==> config.mk <==
export PLATFORM = sky130hd
export DESIGN_NAME = adder_xxbit_seq_ctrl_flat
export DESIGN_NICKNAME = d
export VERILOG_FILES = /design/src/rtl/adder_xxbit_seq_ctrl_pkg.sv /design/src/rtl/adder_xxbit_seq_ctrl_if.sv /design/src/rtl/adder_xxbit_seq_ctrl_serial.sv /design/src/rtl/adder_xxbit_seq_ctrl.sv /design/src/flat_wrapper.sv
export SDC_FILE = /design/constraint.sdc
export NUM_CORES = 1
export LEC_CHECK = 0
export ABC_AREA = 1
export ABC_CLOCK_PERIOD_IN_PS = 12510
export CORE_ASPECT_RATIO = 0.9
export CORE_MARGIN = 5
export CORE_UTILIZATION = 48
export DETAILED_ROUTE_END_ITERATION = 7
export PLACE_DENSITY_LB_ADDON = 0.3
export SYNTH_ARGS = -nofsm -noshare
export SYNTH_HDL_FRONTEND = slang
export SYNTH_HIERARCHICAL = 1
export SYNTH_SLANG_ARGS = --single-unit
==> constraint.sdc <==
create_clock -name i_clk -period 12.51 [get_ports i_clk]
set_clock_uncertainty 0.1 [all_clocks]
set_input_delay 1.251 -clock i_clk [delete_from_list [all_inputs] [get_ports i_clk]]
set_output_delay 1.251 -clock i_clk [all_outputs]
set_load 0.02 [all_outputs]
==> src/rtl/adder_xxbit_seq_ctrl_pkg.sv <==
// Shared definitions for the word-serial adder controller: FSM state
// encoding and the sizing helper for the word index counter.
package adder_pkg;

  // Controller states: waiting for a request, adding one word per cycle,
  // and presenting the finished sum until the consumer takes it.
  typedef enum logic [1:0] {
    IDLE = 2'd0,
    CALC = 2'd1,
    DONE = 2'd2
  } state_t;

  // Width of a counter that must reach n-1; never narrower than one bit.
  function automatic int idx_width(input int n);
    int w;
    w = $clog2(n);
    return (w < 1) ? 1 : w;
  endfunction

endpackage

==> src/rtl/adder_xxbit_seq_ctrl_if.sv <==
// Request/result bundle of the word-serial adder controller.
// The slave side is the controller, the master side is whoever drives it.
interface adder_xxbit_seq_ctrl_if #(
  parameter int DATA_WIDTH = 8,
  parameter int WORD_NUM   = 4
);

  // Request channel
  logic                             i_valid;
  logic                             o_ready;
  logic [DATA_WIDTH*WORD_NUM-1:0]   i_num_a;
  logic [DATA_WIDTH*WORD_NUM-1:0]   i_num_b;
  logic                             i_cry;

  // Result channel
  logic                             o_valid;
  logic                             i_ready;
  logic [DATA_WIDTH*WORD_NUM-1:0]   o_res;
  logic                             o_cry;

  // Status
  logic                             o_busy;

  modport slave (
    input  i_valid, i_num_a, i_num_b, i_cry, i_ready,
    output o_ready, o_valid, o_res, o_cry, o_busy
  );

  modport master (
    output i_valid, i_num_a, i_num_b, i_cry, i_ready,
    input  o_ready, o_valid, o_res, o_cry, o_busy
  );

endinterface

==> src/rtl/adder_xxbit_seq_ctrl_serial.sv <==
// One-word adder used by the controller: a plain ripple-carry chain of
// full adders, DATA_WIDTH bits wide, with carry in and carry out.
module adder_xxbit_serial #(
  parameter int DATA_WIDTH = 8
) (
  input  logic [DATA_WIDTH-1:0] i_a,
  input  logic [DATA_WIDTH-1:0] i_b,
  input  logic                  i_cry,
  output logic [DATA_WIDTH-1:0] o_res,
  output logic                  o_cry
);

  // carry_chain[gi] is the carry into bit gi
  logic [DATA_WIDTH:0] carry_chain;

  assign carry_chain[0] = i_cry;

  for (genvar gi = 0; gi < DATA_WIDTH; gi++) begin : g_fa
    logic half_sum;
    assign half_sum            = i_a[gi] ^ i_b[gi];
    assign o_res[gi]           = half_sum ^ carry_chain[gi];
    assign carry_chain[gi + 1] = (i_a[gi] & i_b[gi]) | (carry_chain[gi] & half_sum);
  end

  assign o_cry = carry_chain[DATA_WIDTH];

endmodule

==> src/rtl/adder_xxbit_seq_ctrl.sv <==
// Word-serial wide adder controller. A request latches both operands and
// the carry-in, then one DATA_WIDTH slice is added per cycle through a
// single adder, least significant word first, with the carry rippled
// through a register between words. The full sum is held until accepted.
module adder_xxbit_seq_ctrl
  import adder_pkg::*;
#(
  parameter int DATA_WIDTH = 8,
  parameter int WORD_NUM   = 4
) (
  input  logic                   i_clk,
  input  logic                   i_rst,
  adder_xxbit_seq_ctrl_if.slave  bus
);

  localparam int TOT_W = DATA_WIDTH * WORD_NUM;
  localparam int IDX_W = idx_width(WORD_NUM);
  localparam logic [IDX_W-1:0] IDX_LAST = IDX_W'(WORD_NUM - 1);

  // FSM
  state_t state_q, state_d;

  // Latched request
  logic [TOT_W-1:0] a_q, b_q;
  logic             cin_q;

  // Word sequencing and inter-word carry
  logic [IDX_W-1:0] idx_q, idx_d;
  logic             carry_q, carry_d;

  // Result registers
  logic [TOT_W-1:0] res_q;
  logic             cry_q, cry_d;

  // Per-word views of the latched operands
  logic [DATA_WIDTH-1:0] a_words [WORD_NUM];
  logic [DATA_WIDTH-1:0] b_words [WORD_NUM];

  // Adder connections
  logic [DATA_WIDTH-1:0] add_a, add_b, add_sum;
  logic                  add_cin, add_cout;

  logic accept;    // request taken this edge
  logic step;      // one word is added this edge
  logic last_word; // current word is the most significant one

  assign accept    = (state_q == IDLE) && bus.i_valid;
  assign step      = (state_q == CALC);
  assign last_word = (idx_q == IDX_LAST);

  for (genvar gi = 0; gi < WORD_NUM; gi++) begin : g_words
    assign a_words[gi] = a_q[gi*DATA_WIDTH +: DATA_WIDTH];
    assign b_words[gi] = b_q[gi*DATA_WIDTH +: DATA_WIDTH];
  end

  // The first word takes the request carry, later words the rippled carry.
  assign add_a   = a_words[idx_q];
  assign add_b   = b_words[idx_q];
  assign add_cin = (idx_q == '0) ? cin_q : carry_q;

  adder_xxbit_serial #(
    .DATA_WIDTH (DATA_WIDTH)
  ) u_adder (
    .i_a   (add_a),
    .i_b   (add_b),
    .i_cry (add_cin),
    .o_res (add_sum),
    .o_cry (add_cout)
  );

  // State register
  always_ff @(posedge i_clk or posedge i_rst) begin
    if (i_rst) begin
      state_q <= IDLE;
    end else begin
      state_q <= state_d;
    end
  end

  // Next-state decode; handshake inputs only steer transitions
  always_comb begin
    state_d = state_q;
    unique case (state_q)
      IDLE:    if (bus.i_valid) state_d = CALC;
      CALC:    if (last_word)   state_d = DONE;
      DONE:    if (bus.i_ready) state_d = IDLE;
      default: state_d = IDLE;
    endcase
  end

  // Next values for the index, the rippled carry and the final carry
  always_comb begin
    idx_d   = idx_q;
    carry_d = carry_q;
    cry_d   = cry_q;
    if (accept) begin
      idx_d = '0;
    end else if (step) begin
      carry_d = add_cout;
      // The index parks on the last word instead of wrapping.
      if (!last_word) begin
        idx_d = idx_q + 1'b1;
      end else begin
        cry_d = add_cout;
      end
    end
  end

  // Operand capture, only when a request is accepted
  always_ff @(posedge i_clk or posedge i_rst) begin
    if (i_rst) begin
      a_q   <= '0;
      b_q   <= '0;
      cin_q <= 1'b0;
    end else if (accept) begin
      a_q   <= bus.i_num_a;
      b_q   <= bus.i_num_b;
      cin_q <= bus.i_cry;
    end
  end

  // Sequencing registers
  always_ff @(posedge i_clk or posedge i_rst) begin
    if (i_rst) begin
      idx_q   <= '0;
      carry_q <= 1'b0;
      cry_q   <= 1'b0;
    end else begin
      idx_q   <= idx_d;
      carry_q <= carry_d;
      cry_q   <= cry_d;
    end
  end

  // Each result word is overwritten only on the edge that computes it,
  // so the previous sum stays visible until the new one replaces it.
  for (genvar gi = 0; gi < WORD_NUM; gi++) begin : g_res
    logic word_we;
    assign word_we = step && (idx_q == IDX_W'(gi));

    // Result word register
    always_ff @(posedge i_clk or posedge i_rst) begin
      if (i_rst) begin
        res_q[gi*DATA_WIDTH +: DATA_WIDTH] <= '0;
      end else if (word_we) begin
        res_q[gi*DATA_WIDTH +: DATA_WIDTH] <= add_sum;
      end
    end
  end

  // Handshake outputs come from the state register alone.
  assign bus.o_ready = (state_q == IDLE);
  assign bus.o_valid = (state_q == DONE);
  assign bus.o_busy  = (state_q != IDLE);
  assign bus.o_res   = res_q;
  assign bus.o_cry   = cry_q;

endmodule

==> src/flat_wrapper.sv <==
// flat-port wrapper written by rule: the top's interface ports become plain ports
module adder_xxbit_seq_ctrl_flat import adder_pkg::*;
#(
  parameter int DATA_WIDTH = 8,
  parameter int WORD_NUM   = 4
)
  (i_clk, i_rst, bus_i_valid, bus_i_num_a, bus_i_num_b, bus_i_cry, bus_i_ready, bus_o_ready, bus_o_valid, bus_o_res, bus_o_cry, bus_o_busy);
  adder_xxbit_seq_ctrl_if #(.DATA_WIDTH(DATA_WIDTH), .WORD_NUM(WORD_NUM)) bus_i ();
  input  logic i_clk;
  input  logic i_rst;
  input wire logic [$bits(bus_i.i_valid)-1:0] bus_i_valid;
  input wire logic [$bits(bus_i.i_num_a)-1:0] bus_i_num_a;
  input wire logic [$bits(bus_i.i_num_b)-1:0] bus_i_num_b;
  input wire logic [$bits(bus_i.i_cry)-1:0] bus_i_cry;
  input wire logic [$bits(bus_i.i_ready)-1:0] bus_i_ready;
  output wire logic [$bits(bus_i.o_ready)-1:0] bus_o_ready;
  output wire logic [$bits(bus_i.o_valid)-1:0] bus_o_valid;
  output wire logic [$bits(bus_i.o_res)-1:0] bus_o_res;
  output wire logic [$bits(bus_i.o_cry)-1:0] bus_o_cry;
  output wire logic [$bits(bus_i.o_busy)-1:0] bus_o_busy;
  assign bus_i.i_valid = bus_i_valid;
  assign bus_i.i_num_a = bus_i_num_a;
  assign bus_i.i_num_b = bus_i_num_b;
  assign bus_i.i_cry = bus_i_cry;
  assign bus_i.i_ready = bus_i_ready;
  assign bus_o_ready = bus_i.o_ready;
  assign bus_o_valid = bus_i.o_valid;
  assign bus_o_res = bus_i.o_res;
  assign bus_o_cry = bus_i.o_cry;
  assign bus_o_busy = bus_i.o_busy;
  adder_xxbit_seq_ctrl #(.DATA_WIDTH(DATA_WIDTH), .WORD_NUM(WORD_NUM)) u_core (.i_clk(i_clk), .i_rst(i_rst), .bus(bus_i));
endmodule
==> results.cfg <==
[grt]
gr-usage-all-layers_pct = 19.69
antenna_found_initial = 0
use_met2_pct = 31.90
overflow = 0
grt_max_degree = 69
gr-usage-met1_pct = 28.19
gr-usage-met3_pct = 2.583
busiest_layer = met2
grt_pass1_wl_um = 19570
first_global_vias = 4088

[route]
viasPerCell = 5.056
routed_wl_um = 11600
dr.pass1.iters = 5
wire_per_inst_um = 13.86
drt_iter0_markers = 301
drc = 0
final_antenna_net_count = 0
via_count = 4232

[power_and_ir_drop]
switching_share_pct = 45.34
power_mw = 1.826
p_per_area_nw_per_um2 = 292.4
irDropWorstVdd_uv = 165.1
pwr-share-comb_pct = 52.8
p_seq_share_pct = 32.9
clockPowerShare_pct = 14.3
net-switching-power_uw = 827.8
leakage_nw = 3.247
p_int_uw = 997.9

[setup_path]
timing.rr.start = u_core/idx_q[1]$_DFFE_PP0P_
cpPeakStageDelay_ps = 730
worstPathCellList = clkinv_1 -> ha_1 -> nand2_1 -> nand2_1 -> fa_1 -> inv_1 -> fa_1 -> inv_1 -> fa_1 -> fa_1 -> fa_1 -> fa_1 -> fa_1 -> inv_1 -> fa_1 -> inv_1 -> nand2_1 -> nand2_1
reg2reg_depth = 18
critPathKind = flip-flop to flip-flop
r2r_end = u_core/bus.o_res[31]$_DFFE_PP0P_
arrival_ps = 5720
start_kind = flip-flop
path_max_fanout = 20
crit_path_end_kind = flip-flop
reg2reg_slack_ps = 6960
crit_path_start = u_core/idx_q[1]$_DFFE_PP0P_
cp.required_ps = 12680
crit_end = u_core/bus.o_res[31]$_DFFE_PP0P_
slowest_stage = dfrtp_1
crit_top_cell = fa_1

[clock_network]
cts_tree = built
cts_buffers = 9
cts_setup_buffers = 0
max-clock-path-buffers = 2
clk_pin_slew_worst_paths_ps = 70
cts_hold_buf = 0
cts.sinks = 103
cts-root-buf = clkbuf_16
cts.htree.levels = 3
ctsResizeCount = 0
clk_latency_ps = 330

[worst_hold_path]
hold_path_class = flip-flop to flip-flop

[sta]
fin_setup_tns_ps = 0
drv_slew = 0
fin_crit_sh_pct = 44.34
clock.fmax_mhz = 180.3
slew_headroom_pct = 22.09
fin_crit_ps = 5547
hold_viol = 0
rsz0062_at_grt = false
tightest_slew_ps = 1164
finalSetupViolCount = 0
timing.hold.ws_ps = 372.9

[synth]
syn_nets = 697
avgSynthCellArea_um2 = 7.934
yosysSeqAreaShare_pct = 52.74
ys.warnings.count = 6
synth-seq-cells = 103
synthDistinctLibCells = 18
synthCells = 616
synth_area_um2 = 4887

[placement]
io_buffers = 104
place.gp.congestion = 0.8376
hpwl_um = 8723

[flow_run]
max_cap_viol_count = 0

[layout]
fin_util_pct = 61.73
num-nets-final = 784
fillCellCount = 905
layout-drive-gt1-share_pct = 4.096
area_delta_synth_final_pct = 27.78
n_antenna_cell = 0

[outcome]
status = complete, no violations

[floorplanning]
die_h_um = 105.7
num_io_pins = 105
rows = 35
die_w_um = 116.4
dieArea_um2 = 12300
start_util_pct = 48.31
core_um2 = 10120
[kinds of logic (layout without fill, tap and decap cells)]
| logic type | count (synthesis) | count (layout) | synth area share (%) |
|---|---|---|---|
| fa+ha+maj | 12 | 12 | 4.301 |
| compound gates | 17 | 17 | 2.612 |
| buf+inv | 67 | 159 | 5.837 |
| flops | 103 | 103 | 52.74 |
| simple gates | 417 | 417 | 34.51 |
[layout by cell type, fill, tap and decap left out, drive strengths merged]
master / netlist / routed
dfrtp: 103 / 103
ha: 4 / 4
nand4: 1 / 1
buf: 23 / 4
clkbuf: 8 / 12
o31ai: 1 / 1
clkdlybuf4s50: 0 / 103
nand3: 69 / 69
clkinv: 2 / 3
fa: 8 / 8
inv: 34 / 35
o211ai: 16 / 16
clkinvlp: 0 / 2
nor2: 7 / 7
nand2: 340 / 340
[power groups by stage]
stage / clock network (mW) / logic (mW) / registers (mW)
6_report: 0.261 / 0.964 / 0.601
5_1_grt: 0.280 / 1.08 / 0.621
4_1_cts: 0.267 / 0.970 / 0.601
3_3_place_gp: 0 / 0.943 / 0.599
2_1_floorplan: 0 / 0.601 / 0.629
3_5_place_dp: 0 / 0.966 / 0.605
[Yosys cell counts, drive strengths merged]
master / count / area, um^2
clkinv: 2 / 7.510
fa: 8 / 160.2
o31ai: 1 / 7.510
nand3: 69 / 345.3
dfrtp: 103 / 2577
ha: 4 / 50.05
clkbuf: 8 / 30.03
inv: 34 / 127.6
nor2: 7 / 51.29
buf: 23 / 120.1
nand2: 340 / 1284
nand4: 1 / 6.260
o211ai: 16 / 120.1
[stage by stage]
step           cells  cell area, um^2  setup slack (ps)
6_report         837             6245              6963
4_1_cts          837             6245              7006
2_1_floorplan    616             4887              7869
3_3_place_gp     821             5959              7224
5_1_grt          837             6245              6618
3_5_place_dp     821             5959              7002
[registers in the layout, indices dropped and copies added, names as in the netlist]
signal and flops:
u_core/b_q 32, u_core/bus.o_res 32, u_core/bus.o_cry 1, u_core/idx_q 2, u_core/state_q 2, u_core/cin_q 1
u_core/carry_q 1, u_core/a_q 32
[layout make-up]
type | instances | area, um^2 | area share (%)
clock buffer | 12 | 256.5 | 4.107
inverter | 36 | 137.6 | 2.204
sequential | 103 | 2577 | 41.27
tap | 129 | 161.4 | 2.585
timing repair buffer | 107 | 1059 | 16.95
clock inverter | 4 | 28.78 | 0.4608
multi-input combinational | 446 | 2024 | 32.42
[worst max-delay path: cells and delay by family, from the launching register on]
| family | cells | cell delay [ps] |
|---|---|---|
| buffers and inverters | 5 | 980 |
| adders and majority gates | 9 | 3410 |
| and+or+nand+nor | 4 | 270 |
| DFF | 1 | 730 |
[how the worst min path moves through the flow]
stage                          startpoint                         end  slack (ps)  depth (start not counted)
4_1_cts        u_core/b_q[20]$_DFFE_PP0P_  u_core/b_q[20]$_DFFE_PP0P_         370                          2
3_5_place_dp   u_core/b_q[20]$_DFFE_PP0P_  u_core/b_q[20]$_DFFE_PP0P_         360                          2
5_1_grt        u_core/a_q[23]$_DFFE_PP0P_  u_core/a_q[23]$_DFFE_PP0P_         400                          2
6_report        u_core/a_q[5]$_DFFE_PP0P_   u_core/a_q[5]$_DFFE_PP0P_         370                          2
3_3_place_gp    u_core/a_q[5]$_DFFE_PP0P_   u_core/a_q[5]$_DFFE_PP0P_         360                          2
2_1_floorplan  u_core/a_q[29]$_DFFE_PP0P_  u_core/a_q[29]$_DFFE_PP0P_         340                          2
[routing by layer]
metal / wire (um) / vias up
met3: 635 / 10
li1: - / 2083
met4: 109 / 0
met2: 5591 / 128
met1: 5265 / 2011
met5: 0 / -
Note: power is estimated with default switching activity, not from simulation.
